File: src/rtl/counter_ctrl_pkg.sv
// rtl/counter_ctrl_pkg.sv - opcode constants and state encoding for counter_ctrl
package counter_ctrl_pkg;

  localparam logic [1:0] OP_HOLD = 2'b00;
  localparam logic [1:0] OP_LOAD = 2'b01;
  localparam logic [1:0] OP_UP   = 2'b10;
  localparam logic [1:0] OP_DOWN = 2'b11;

  localparam logic [0:0] ST_IDLE = 1'b0;
  localparam logic [0:0] ST_EXEC = 1'b1;

  function automatic logic op_counts(input logic [1:0] op);
    return (op == OP_UP) || (op == OP_DOWN);
  endfunction

endpackage

File: src/rtl/counter_ctrl_step_timer.sv
// rtl/counter_ctrl_step_timer.sv - loadable down-counter of remaining EXEC cycles
module step_timer #(
  parameter int WIDTH = 4
) (
  input  logic             clk,
  input  logic             rst,
  input  logic             load_en,
  input  logic [WIDTH-1:0] load_val,
  input  logic             dec,
  input  logic             clear,
  output logic             zero
);

  logic [WIDTH-1:0] count;

  // Saturates at zero so a stray decrement can never wrap to the maximum.
  always_ff @(posedge clk or negedge rst) begin
    if (!rst) begin
      count <= '0;
    end else if (clear) begin
      count <= '0;
    end else if (load_en) begin
      count <= load_val;
    end else if (dec && (count != '0)) begin
      count <= count - 1'b1;
    end
  end

  assign zero = (count == '0);

endmodule

File: src/rtl/counter_ctrl.sv
// rtl/counter_ctrl.sv - command-driven sequencer for an external up/down/load counter
module counter_ctrl
  import counter_ctrl_pkg::*;
#(
  parameter int WIDTH = 4
) (
  input  logic             clk,
  input  logic             rst,
  input  logic             cmd_valid,
  output logic             cmd_ready,
  input  logic [1:0]       cmd_op,
  input  logic [WIDTH-1:0] cmd_arg,
  input  logic             abort,
  output logic             enable,
  output logic             mode,
  output logic             activeLoad,
  output logic [WIDTH-1:0] load,
  output logic             busy,
  output logic             done
);

  logic [0:0]       state;
  logic [1:0]       op_q;
  logic             accept;
  logic             quit;
  logic             finish;
  logic             timer_dec;
  logic             timer_zero;
  logic             arg_counts;
  logic [WIDTH-1:0] extra_steps;

  assign accept     = (state == ST_IDLE) && cmd_valid && !abort;
  assign quit       = (state == ST_EXEC) && abort;
  assign finish     = (state == ST_EXEC) && !abort && timer_zero;
  assign timer_dec  = (state == ST_EXEC) && !abort;
  assign arg_counts = op_counts(cmd_op) && (cmd_arg != '0);

  // The timer holds the EXEC cycles still to come after the current one.
  assign extra_steps = ((cmd_op == OP_LOAD) || (cmd_arg == '0)) ? '0 : cmd_arg - 1'b1;

  step_timer #(.WIDTH(WIDTH)) u_step_timer (
    .clk      (clk),
    .rst      (rst),
    .load_en  (accept),
    .load_val (extra_steps),
    .dec      (timer_dec),
    .clear    (quit),
    .zero     (timer_zero)
  );

  always_ff @(posedge clk or negedge rst) begin
    if (!rst) begin
      state      <= ST_IDLE;
      op_q       <= OP_HOLD;
      enable     <= 1'b0;
      mode       <= 1'b1;
      activeLoad <= 1'b0;
      load       <= '0;
      busy       <= 1'b0;
      done       <= 1'b0;
      cmd_ready  <= 1'b1;
    end else begin
      done <= 1'b0;
      if (accept) begin
        state      <= ST_EXEC;
        op_q       <= cmd_op;
        busy       <= 1'b1;
        cmd_ready  <= 1'b0;
        enable     <= arg_counts;
        activeLoad <= (cmd_op == OP_LOAD);
        if (cmd_op == OP_LOAD) begin
          load <= cmd_arg;
        end
        // Direction only changes when the counter will actually step.
        if (arg_counts) begin
          mode <= (cmd_op == OP_UP);
        end
      end else if (quit || finish) begin
        state      <= ST_IDLE;
        busy       <= 1'b0;
        cmd_ready  <= 1'b1;
        enable     <= 1'b0;
        activeLoad <= 1'b0;
        done       <= finish;
      end else if (state == ST_EXEC) begin
        enable     <= op_counts(op_q);
        activeLoad <= 1'b0;
      end
    end
  end

endmodule

File: config.mk
export PLATFORM = sky130hd
export DESIGN_NAME = counter_ctrl
export DESIGN_NICKNAME = d
export VERILOG_FILES = /design/src/rtl/counter_ctrl_pkg.sv /design/src/rtl/counter_ctrl_step_timer.sv /design/src/rtl/counter_ctrl.sv
export SDC_FILE = /design/constraint.sdc
export NUM_CORES = 1
export LEC_CHECK = 0
export ABC_AREA = 0
export CORE_ASPECT_RATIO = 1.4
export CORE_MARGIN = 2
export CORE_UTILIZATION = 43
export DETAILED_ROUTE_END_ITERATION = 8
export MAX_ROUTING_LAYER = met4
export PLACE_DENSITY = 0.73
export SLEW_MARGIN = 0
export SYNTH_ARGS = -nofsm -noshare
export SYNTH_HDL_FRONTEND = slang
export SYNTH_HIERARCHICAL = 1
export SYNTH_SLANG_ARGS = --single-unit
File: constraint.sdc
create_clock -name clk -period 1.55 [get_ports clk]
set_input_delay 0.3875 -clock clk [delete_from_list [all_inputs] [get_ports clk]]
set_output_delay 0.3875 -clock clk [all_outputs]
set_load 0.05 [all_outputs]
==> results.json, run 1 <==
{
  "period_share_pct": 103,
  "num_vias": 793,
  "overflow": 0,
  "dieWidth_um": 42.0,
  "cts_num_sinks": 15,
  "diodes": 0,
  "whs_ns": 0.409,
  "slew_headroom_pct": 77.8,
  "synth_nets": 93,
  "drive_above_1_share_pct": 55.5,
  "p_leak_nw": 0.684,
  "fillers": 122,
  "clk_pin_slew_ns": 0.11,
  "clock_path_buffers": 2,
  "grtUsageTotal_pct": 20.1,
  "nets": 142,
  "synth_seq_cells": 15,
  "seq_power_share_pct": 29.3,
  "area_growth_pct": 73.9,
  "cts_inserted_buffers": 3,
  "grt_max_degree": 16,
  "worst_ir_drop_vdd_uv": 1450,
  "worst_slack_ns": -0.0417,
  "drc": 0,
  "routed_via_density": 5.32,
  "status": "finished, violations left",
  "dr.pass1.iters": 4,
  "dp_hpwl_um": 1620,
  "die_h_um": 57.2,
  "synth_edf_count": 0,
  "yosysMostFrequentCell": "dfrtp_1",
  "multiInputGateArea_um2": 546,
  "tritoncts": "yes",
  "p_sw_share_pct": 40.6,
  "fin_crit_ns": 1.59,
  "synth_common_cells": "13 x dfrtp_1, 9 x nor2_1, 7 x inv_1",
  "hold_violations": 0,
  "clock.fmax_mhz": 628,
  "postSynthAreaPerCell_um2": 10.9,
  "p_comb_share_pct": 60.9,
  "synth_cells": 80,
  "clock_power_share_pct": 9.9,
  "grt_pass1_wl_um": 3690,
  "regToRegEndpoint": "u_step_timer/count[0]$_DFFE_PN0P_",
  "worst_ep_required_time_ns": 1.73,
  "drt.antenna.violating_nets": 0,
  "first_global_vias": 851,
  "path_max_fanout": 5,
  "synth.largest_area_cell": "dfrtp_1",
  "clk_latency_ns": 0.29,
  "async_flop_share_pct": 100,
  "cp-endpoint": "u_step_timer/count[0]$_DFFE_PN0P_",
  "worstMarginPinSlew_ns": 0.333,
  "yosys_warnings": 6,
  "critPathKind": "flip-flop to flip-flop",
  "drv_slew": 0,
  "synthTopCellsByArea": "dfrtp_1 37%, mux2_4 6.9%, dfstp_2 6.1%",
  "p_sw_uw": 958,
  "clock_skew_ns": 0.0184,
  "io-pin-count": 20,
  "maxCapViolCount": 0,
  "wl_um": 2110,
  "regArea_um2": 379,
  "ys.flop_type": "dfrtp_1",
  "place_congestion": 0.848,
  "p_int_mw": 1.40,
  "reg2reg_slack_ns": -0.04,
  "synth.distinct_cells": 34,
  "root_buffer": "clkbuf_4",
  "grt_antenna_before_repair": 0,
  "syn_area_um2": 868,
  "arrival_ns": 1.77,
  "post-place-ws_ns": -0.735,
  "post_drt_wl_per_cell_um": 14.2,
  "setup_viol": 4,
  "start_kind": "flip-flop",
  "port_buffers": 19,
  "rows": 19,
  "r2r_cells": 5,
  "drt_iter0_markers": 23,
  "power_per_cell_area_mw_per_mm2": 1560,
  "core_mm2": 0.00193,
  "dieArea_mm2": 0.00240,
  "crit_start": "u_step_timer/count[1]$_DFFE_PN0P_",
  "hold_class": "input port to async pin",
  "yosysTopAreaCellShare_pct": 37.5,
  "cts_max_level": 1,
  "ys_seq_area_share_pct": 43.5,
  "initial_core_util_pct": 45.1,
  "fin_tns_setup_ns": -0.0984,
  "cp-end-kind": "flip-flop",
  "r2r_start": "u_step_timer/count[1]$_DFFE_PN0P_",
  "rsz0062_at_grt": "true",
  "violations": "setup timing"
}
cell families after synthesis:
kind of cell               after synthesis  share of synthesized area, %
adders and majority gates                3                          4.32
muxes                                    7                          10.7
buffers and inverters                    8                          3.60
DFF                                     15                          43.5
xor gates and xnor gates                 2                          2.02
and+or+nand+nor                         34                          24.4
AOI/OAI and AO/OA                       11                          11.5
layout by cell type (no fill, tap or decap), types with 2 or more instances in the layout:
cell type	count
buf_4	25
dfrtp_1	12
buf_12	11
nor2_1	9
nor3_1	5
mux2_4	4
dlygate4sd2_1	4
nand3_1	3
clkbuf_4	3
clkdlybuf4s50_1	3
inv_1	2
or3b_4	2
xnor2_1	2
nor3b_4	2
and2_1	2
nand2b_1	2
ha_4	2
dfstp_2	2
buf_2	2
inv_2	2
nand2_1	2
metal layers:
layer	vias up	track usage [%]	wire, µm
met5	-	-	0
met4	0	7.83	36
met3	6	2.53	76
met2	22	33.9	1130
met1	385	24.2	875
li1	380	-	-
how the worst min path moves through the flow:
| stage | slack [ns] | endpoint | depth (start not counted) | start |
|---|---|---|---|---|
| 6_report | 0.41 | activeLoad$_DFFE_PN0P_ | 2 | rst |
| 2_1_floorplan | 0.09 | activeLoad$_DFFE_PN0P_ | 0 | rst |
| 3_5_place_dp | 0.52 | op_q[1]$_DFFE_PN0P_ | 1 | op_q[1]$_DFFE_PN0P_ |
| 5_1_grt | 0.42 | activeLoad$_DFFE_PN0P_ | 2 | rst |
| 4_1_cts | 0.41 | activeLoad$_DFFE_PN0P_ | 2 | rst |
| 3_3_place_gp | 0.51 | op_q[1]$_DFFE_PN0P_ | 1 | op_q[1]$_DFFE_PN0P_ |
per-stage QoR:
step           cells  instance area [µm²]  power (mW)  utilization [%]
3_3_place_gp     140                 1430        1.98             74.1
5_1_grt          149                 1510        2.48             78.4
6_report         149                 1510        2.36             78.4
4_1_cts          148                 1490        2.33             77.4
3_5_place_dp     140                 1430        2.02             74.1
2_1_floorplan     80                  952        1.39                -
sequential cells by signal, summed over array words and instances (netlist names):
name,cells
load,4
u_step_timer/count,4
activeLoad,1
cmd_ready,1
done,1
enable,1
mode,1
op_q,1
state,1
power by group through the flow:
| stage | sequential [mW] | clock (mW) | combinational, mW |
|---|---|---|---|
| floorplan | 0.924 | 0 | 0.467 |
| global placement | 0.683 | 0 | 1.30 |
| detailed placement | 0.692 | 0 | 1.33 |
| CTS | 0.688 | 0.245 | 1.39 |
| global route | 0.709 | 0.253 | 1.52 |
| finish | 0.691 | 0.233 | 1.44 |
critical path: stages, from the launching register on:
cell and delay, ns:
dfrtp_1 0.41, inv_2 0.09, ha_4 0.13, or3b_4 0.43
a21o_1 0.19, a311oi_2 0.23
area by class of cell:
cell class | count | share of cell area [%]
Clock inverter | 1 | 0.497
Multi-Input combinational cell | 57 | 36.1
Clock buffer | 3 | 1.49
Sequential cell | 15 | 25.1
Inverter | 7 | 3.07
Timing Repair Buffer | 45 | 32.0
Tap cell | 21 | 1.74
what timing repair did:
action | CTS | global route
pin swaps | 7 | 1
hold buffers | 0 | 0
setup buffers | 4 | 1
endpoints found under the hold margin | 0 | 0
setup endpoints to repair | 14 | 5
resized for setup | 18 | 2
Note: power is estimated with default switching activity, not from simulation.
==> inputs of run 2 (changes only) <==
CORE_UTILIZATION = 30   (was 43)
PLACE_DENSITY = not set   (was 0.73)
==> run 2 against run 1 <==
  * The run still ends with setup timing left
  * Flip-flop and latch count is the same
  * Combinational power increased by 3%
  * Die area increased by 39%
  * Clock skew down 0.017 ns
  * Power increased by 5.3%
  * Final cell count increased by 12%
  * Critical path depth rose by 2
  * Via count is 0.50% higher
==> results.json, run 2 (synthesis results as in run 1) <==
{
  "status": "finished, violations left",
  "violations": "setup timing",
  "clock_skew_ns": 0.000979,
  "core_mm2": 0.00282,
  "maxCapViolCount": 0,
  "dp_hpwl_um": 1630,
  "grt_antenna_before_repair": 0,
  "clk_pin_slew_ns": 0.06,
  "reg_top3": "load: 4 flops, u_step_timer/count: 4 flops",
  "cts_inserted_buffers": 3,
  "p_leak_nw": 0.717,
  "clk_latency_ns": 0.24,
  "worstMarginPinSlew_ns": 0.364,
  "start_kind": "flip-flop",
  "cp_slowest_stage_delay_ns": 0.43,
  "rsz0062_at_grt": "true",
  "dieWidth_um": 49.5,
  "worst_slack_ns": -0.0939,
  "drt.antenna.violating_nets": 0,
  "dieArea_mm2": 0.00335,
  "detailed_place.area_mm2": 0.00145,
  "routed_via_density": 4.77,
  "hold_class": "input port to async pin",
  "overflow": 0,
  "grt_max_degree": 16,
  "worst_ir_drop_vdd_uv": 887,
  "drive_above_1_share_pct": 57.7,
  "postCtsHoldBufs": 0,
  "area_growth_pct": 81.4,
  "layout_commonest_cell": "buf_4",
  "cts_max_level": 1,
  "wl_um": 2250,
  "tritoncts": "yes",
  "fin_crit_ns": 1.64,
  "dr.pass1.iters": 2,
  "initial_core_util_pct": 30.8,
  "hold_violations": 0,
  "setup_viol": 4,
  "critPathKind": "flip-flop to flip-flop",
  "drv_slew": 0,
  "nets": 144,
  "root_buffer": "clkbuf_8",
  "drc": 0,
  "drt_iter0_markers": 12,
  "worstPathCellList": "inv_2 -> ha_4 -> or3b_4 -> inv_4 -> nor3b_4 -> a221oi_2 -> nor3_2",
  "rows": 23,
  "port_buffers": 19,
  "cp-end-kind": "flip-flop",
  "fin_cells": 167,
  "worst_ep_required_time_ns": 1.68,
  "fin_tns_setup_ns": -0.145,
  "period_share_pct": 106,
  "cp_slowest_cell": "or3b_4",
  "num_vias": 797,
  "place_congestion": 0.771,
  "grtUsageTotal_pct": 15.7,
  "cts_num_sinks": 15,
  "whs_ns": 0.469,
  "post_drt_wl_per_cell_um": 13.4,
  "path_max_fanout": 6,
  "arrival_ns": 1.77,
  "power_per_cell_area_mw_per_mm2": 1580,
  "clock.fmax_mhz": 608,
  "slew_headroom_pct": 75.4,
  "design_area_mm2": 0.00158,
  "first_global_vias": 827,
  "dp.cells": 158,
  "grt_pass1_wl_um": 3870,
  "diodes": 0,
  "io-pin-count": 20,
  "most-common-layout-cells": "27 x buf_4, 12 x dfrtp_1, 10 x buf_12",
  "die_h_um": 67.7,
  "clock_path_buffers": 2
}
[run 2: changes by cell type in the layout (fill, tap and decap cells not counted), sizes merged]
cell          change
clkbuf            +1
dlygate4sd2       -1
dlymetal6s2s      +1
buf               +2
clkinvlp          -1
[run 2: final cells by class]
cell class,instances,area (µm²)
Tap cell,37,46.3
Sequential cell,15,379
Inverter,7,46.3
Timing Repair Buffer,47,505
Clock buffer,4,45.0
Multi-Input combinational cell,57,553
Fill cell,255,1240
[run 2: power by group]
part           internal (mW)  switching (mW)  total [mW]
Sequential             0.546           0.138       0.684
Combinational          0.797           0.694        1.49
Clock                  0.182           0.130       0.312
[run 2: what timing repair did]
item                       in CTS  in global routing
resized for setup              23                  4
buffers inserted                2                  3
setup endpoints to repair      14                 10
pin swaps                       9                  3
[run 2: worst paths after layout]
check | start | endpoint | slack, ns | cells past startpoint
setup / recovery | u_step_timer/count[1]$_DFFE_PN0P_ | enable$_DFFE_PN0P_ | -0.09 | 7
hold / removal | rst | load[3]$_DFFE_PN0P_ | 0.47 | 2
setup reg to reg | u_step_timer/count[1]$_DFFE_PN0P_ | enable$_DFFE_PN0P_ | -0.09 | 7
hold reg to reg | cmd_ready$_DFFE_PN1P_ | cmd_ready$_DFFE_PN1P_ | 0.56 | 2
max in group asynchronous | rst | mode$_DFFE_PN1P_ | 0.83 | 2
min in group clk | cmd_arg[0] | load[0]$_DFFE_PN0P_ | 0.52 | 3
[run 2: per-layer routing]
layer / vias up / track usage [%] / share of wire (%)
li1: 386 / - / -
met1: 394 / 15.9 / 37
met2: 15 / 30.9 / 59
met3: 2 / 1.99 / 2.9
met4: 0 / 5.21 / 0.62
met5: - / - / 0
[run 2: critical path, delay by kind of cell, from the launching register on]
kind / cells / cell delay (ns)
compound gates: 1 / 0.28
fa+ha+maj: 1 / 0.12
buf+inv: 2 / 0.17
flops: 1 / 0.40
simple gates: 3 / 0.54
[run 2: metrics by stage]
step	power [mW]	util [%]	setup slack [ns]
after global routing	2.63	55.9	-0.154
after detailed placement	2.02	51.4	-0.718
after CTS	2.44	54.6	-0.0758
final	2.49	55.9	-0.0939
after global placement	2.00	51.4	-0.693
after floorplan	1.39	-	-0.0668
==> inputs of run 3 (changes only) <==
CAP_MARGIN = 40   (was not set)
PLACE_DENSITY = 0.58   (was not set)
SKIP_CTS_REPAIR_TIMING = 1   (was not set)
==> run 3 against run 2 <==
  * The run still ends with setup timing left
  * Combinational power about the same
  * Clock skew up 0.0068 ns
  * Non-clock buffer count down 2
  * Register-to-register slack better by 0.07 ns
  * Global-route usage down 0.32 points
  * Final cell count down 1.2%
  * Design area up 0.16%
  * Routed wire length up 1.6%
  * Critical path depth unchanged
  * Sequential share of layout area about the same
  * Maximum frequency up 4.4%
  * Hold slack worse by 0.020 ns
  * Critical path type unchanged
  * Largest power group unchanged
  * Highest routed layer unchanged
==> results.json, run 3 (synthesis results as in run 1) <==
{
  "grt_antenna_before_repair": 0,
  "p_sw_share_pct": 39.4,
  "drc": 0,
  "wl_um": 2280,
  "grt_max_degree": 16,
  "drv_slew": 0,
  "post-place-ws_ns": -0.719,
  "dp_hpwl_um": 1730,
  "diodes": 0,
  "r2r_cells": 7,
  "cp-end-kind": "flip-flop",
  "clk_pin_slew_ns": 0.07,
  "cts_inserted_buffers": 3,
  "initial_core_util_pct": 30.8,
  "start_kind": "flip-flop",
  "reg_top3": "load: 4 flops, u_step_timer/count: 4 flops",
  "seq_power_share_pct": 27.6,
  "violations": "setup timing",
  "p_comb_share_pct": 59.3,
  "p_sw_uw": 978,
  "drt.antenna.violating_nets": 0,
  "worst_slack_ns": -0.0246,
  "clock_path_buffers": 2,
  "most-common-layout-cells": "25 x buf_4, 12 x dfrtp_1, 10 x buf_12",
  "core_mm2": 0.00282,
  "worst_ir_drop_vdd_uv": 1260,
  "path_max_fanout": 5,
  "slew_headroom_pct": 84.5,
  "detailed_place.area_mm2": 0.00145,
  "clk_latency_ns": 0.25,
  "drive_above_1_share_pct": 57.0,
  "num_vias": 788,
  "cts_num_sinks": 15,
  "routed_via_density": 4.78,
  "port_buffers": 19,
  "rsz0062_at_grt": "true",
  "maxCapViolCount": 0,
  "root_buffer": "clkbuf_8",
  "die_h_um": 67.7,
  "dieWidth_um": 49.5,
  "post_drt_wl_per_cell_um": 13.8,
  "status": "finished, violations left",
  "r2r_start": "u_step_timer/count[0]$_DFFE_PN0P_",
  "fillers": 259,
  "worst_ep_required_time_ns": 1.68,
  "worstMarginPinSlew_ns": 0.225,
  "p_int_mw": 1.50,
  "fin_crit_ns": 1.57,
  "final_core_util_pct": 55.9,
  "nets": 142,
  "first_global_vias": 822,
  "hold_class": "input port to async pin",
  "power_per_cell_area_mw_per_mm2": 1570,
  "dr.pass1.iters": 4,
  "grtUsageTotal_pct": 15.3,
  "clock_skew_ns": 0.00780,
  "regToRegEndpoint": "enable$_DFFE_PN0P_",
  "grt_pass1_wl_um": 3750,
  "tritoncts": "yes",
  "cts_max_level": 1,
  "rows": 23,
  "place_congestion": 0.743,
  "fin_tns_setup_ns": -0.0590,
  "hold_violations": 0,
  "drt_iter0_markers": 12,
  "layout_commonest_cell": "buf_4",
  "clock.fmax_mhz": 635,
  "overflow": 0,
  "reg2reg_slack_ns": -0.02,
  "area_growth_pct": 81.7,
  "p_leak_nw": 0.724,
  "critPathKind": "flip-flop to flip-flop",
  "arrival_ns": 1.70,
  "io-pin-count": 20,
  "power_mw": 2.48,
  "period_share_pct": 102,
  "dieArea_mm2": 0.00335,
  "clock_power_share_pct": 13.1,
  "setup_viol": 3,
  "design_area_mm2": 0.00158
}
==> run 3: power groups by stage <==
stage	Sequential (mW)	Combinational, mW	Clock [mW]
2_1_floorplan	0.924	0.467	0
3_3_place_gp	0.680	1.33	0
3_5_place_dp	0.683	1.34	0
4_1_cts	0.678	1.35	0.328
5_1_grt	0.703	1.56	0.351
6_report	0.684	1.47	0.326
==> run 3: worst max path at each step <==
stage,start,endpoint,slack (ns),depth (start not counted)
finish,u_step_timer/count[0]$_DFFE_PN0P_,enable$_DFFE_PN0P_,-0.02,7
global route,u_step_timer/count[1]$_DFFE_PN0P_,enable$_DFFE_PN0P_,-0.08,7
CTS,cmd_arg[1],u_step_timer/count[1]$_DFFE_PN0P_,-0.45,8
detailed placement,cmd_arg[1],u_step_timer/count[1]$_DFFE_PN0P_,-0.72,8
global placement,cmd_arg[1],u_step_timer/count[1]$_DFFE_PN0P_,-0.70,8
floorplan,cmd_arg[1],u_step_timer/count[1]$_DFFE_PN0P_,-0.07,7
==> run 3: critical path: stages (launching register included) <==
cell      delay, ns
dfrtp_1        0.40
inv_2          0.09
ha_4           0.13
or3b_4         0.43
inv_4          0.09
nor3b_4        0.05
a221oi_2       0.21
nor3_1         0.06
==> run 3: area by class of cell <==
cell class / instances / area [µm²] / share of cell area [%]
clock buffer: 4 / 45.0 / 2.85
multi-input combinational: 57 / 556 / 35.2
inverter: 7 / 50.0 / 3.17
tap: 37 / 46.3 / 2.93
timing repair buffer: 45 / 502 / 31.8
sequential: 15 / 379 / 24.0
==> run 3: layer usage <==
layer	up-vias	global-route usage [%]	wire, µm
li1	382	-	-
met2	18	27.9	1230
met3	4	1.77	58
met4	0	8.33	53
met1	384	16.4	939
met5	-	-	0
==> run 3: metrics by stage <==
| step | std cells | hold WS (ns) |
|---|---|---|
| after detailed placement | 158 | 0.547 |
| after global routing | 165 | 0.468 |
| final | 165 | 0.449 |
| after CTS | 162 | 0.462 |
| after global placement | 158 | 0.509 |
| after floorplan | 80 | 0.0919 |
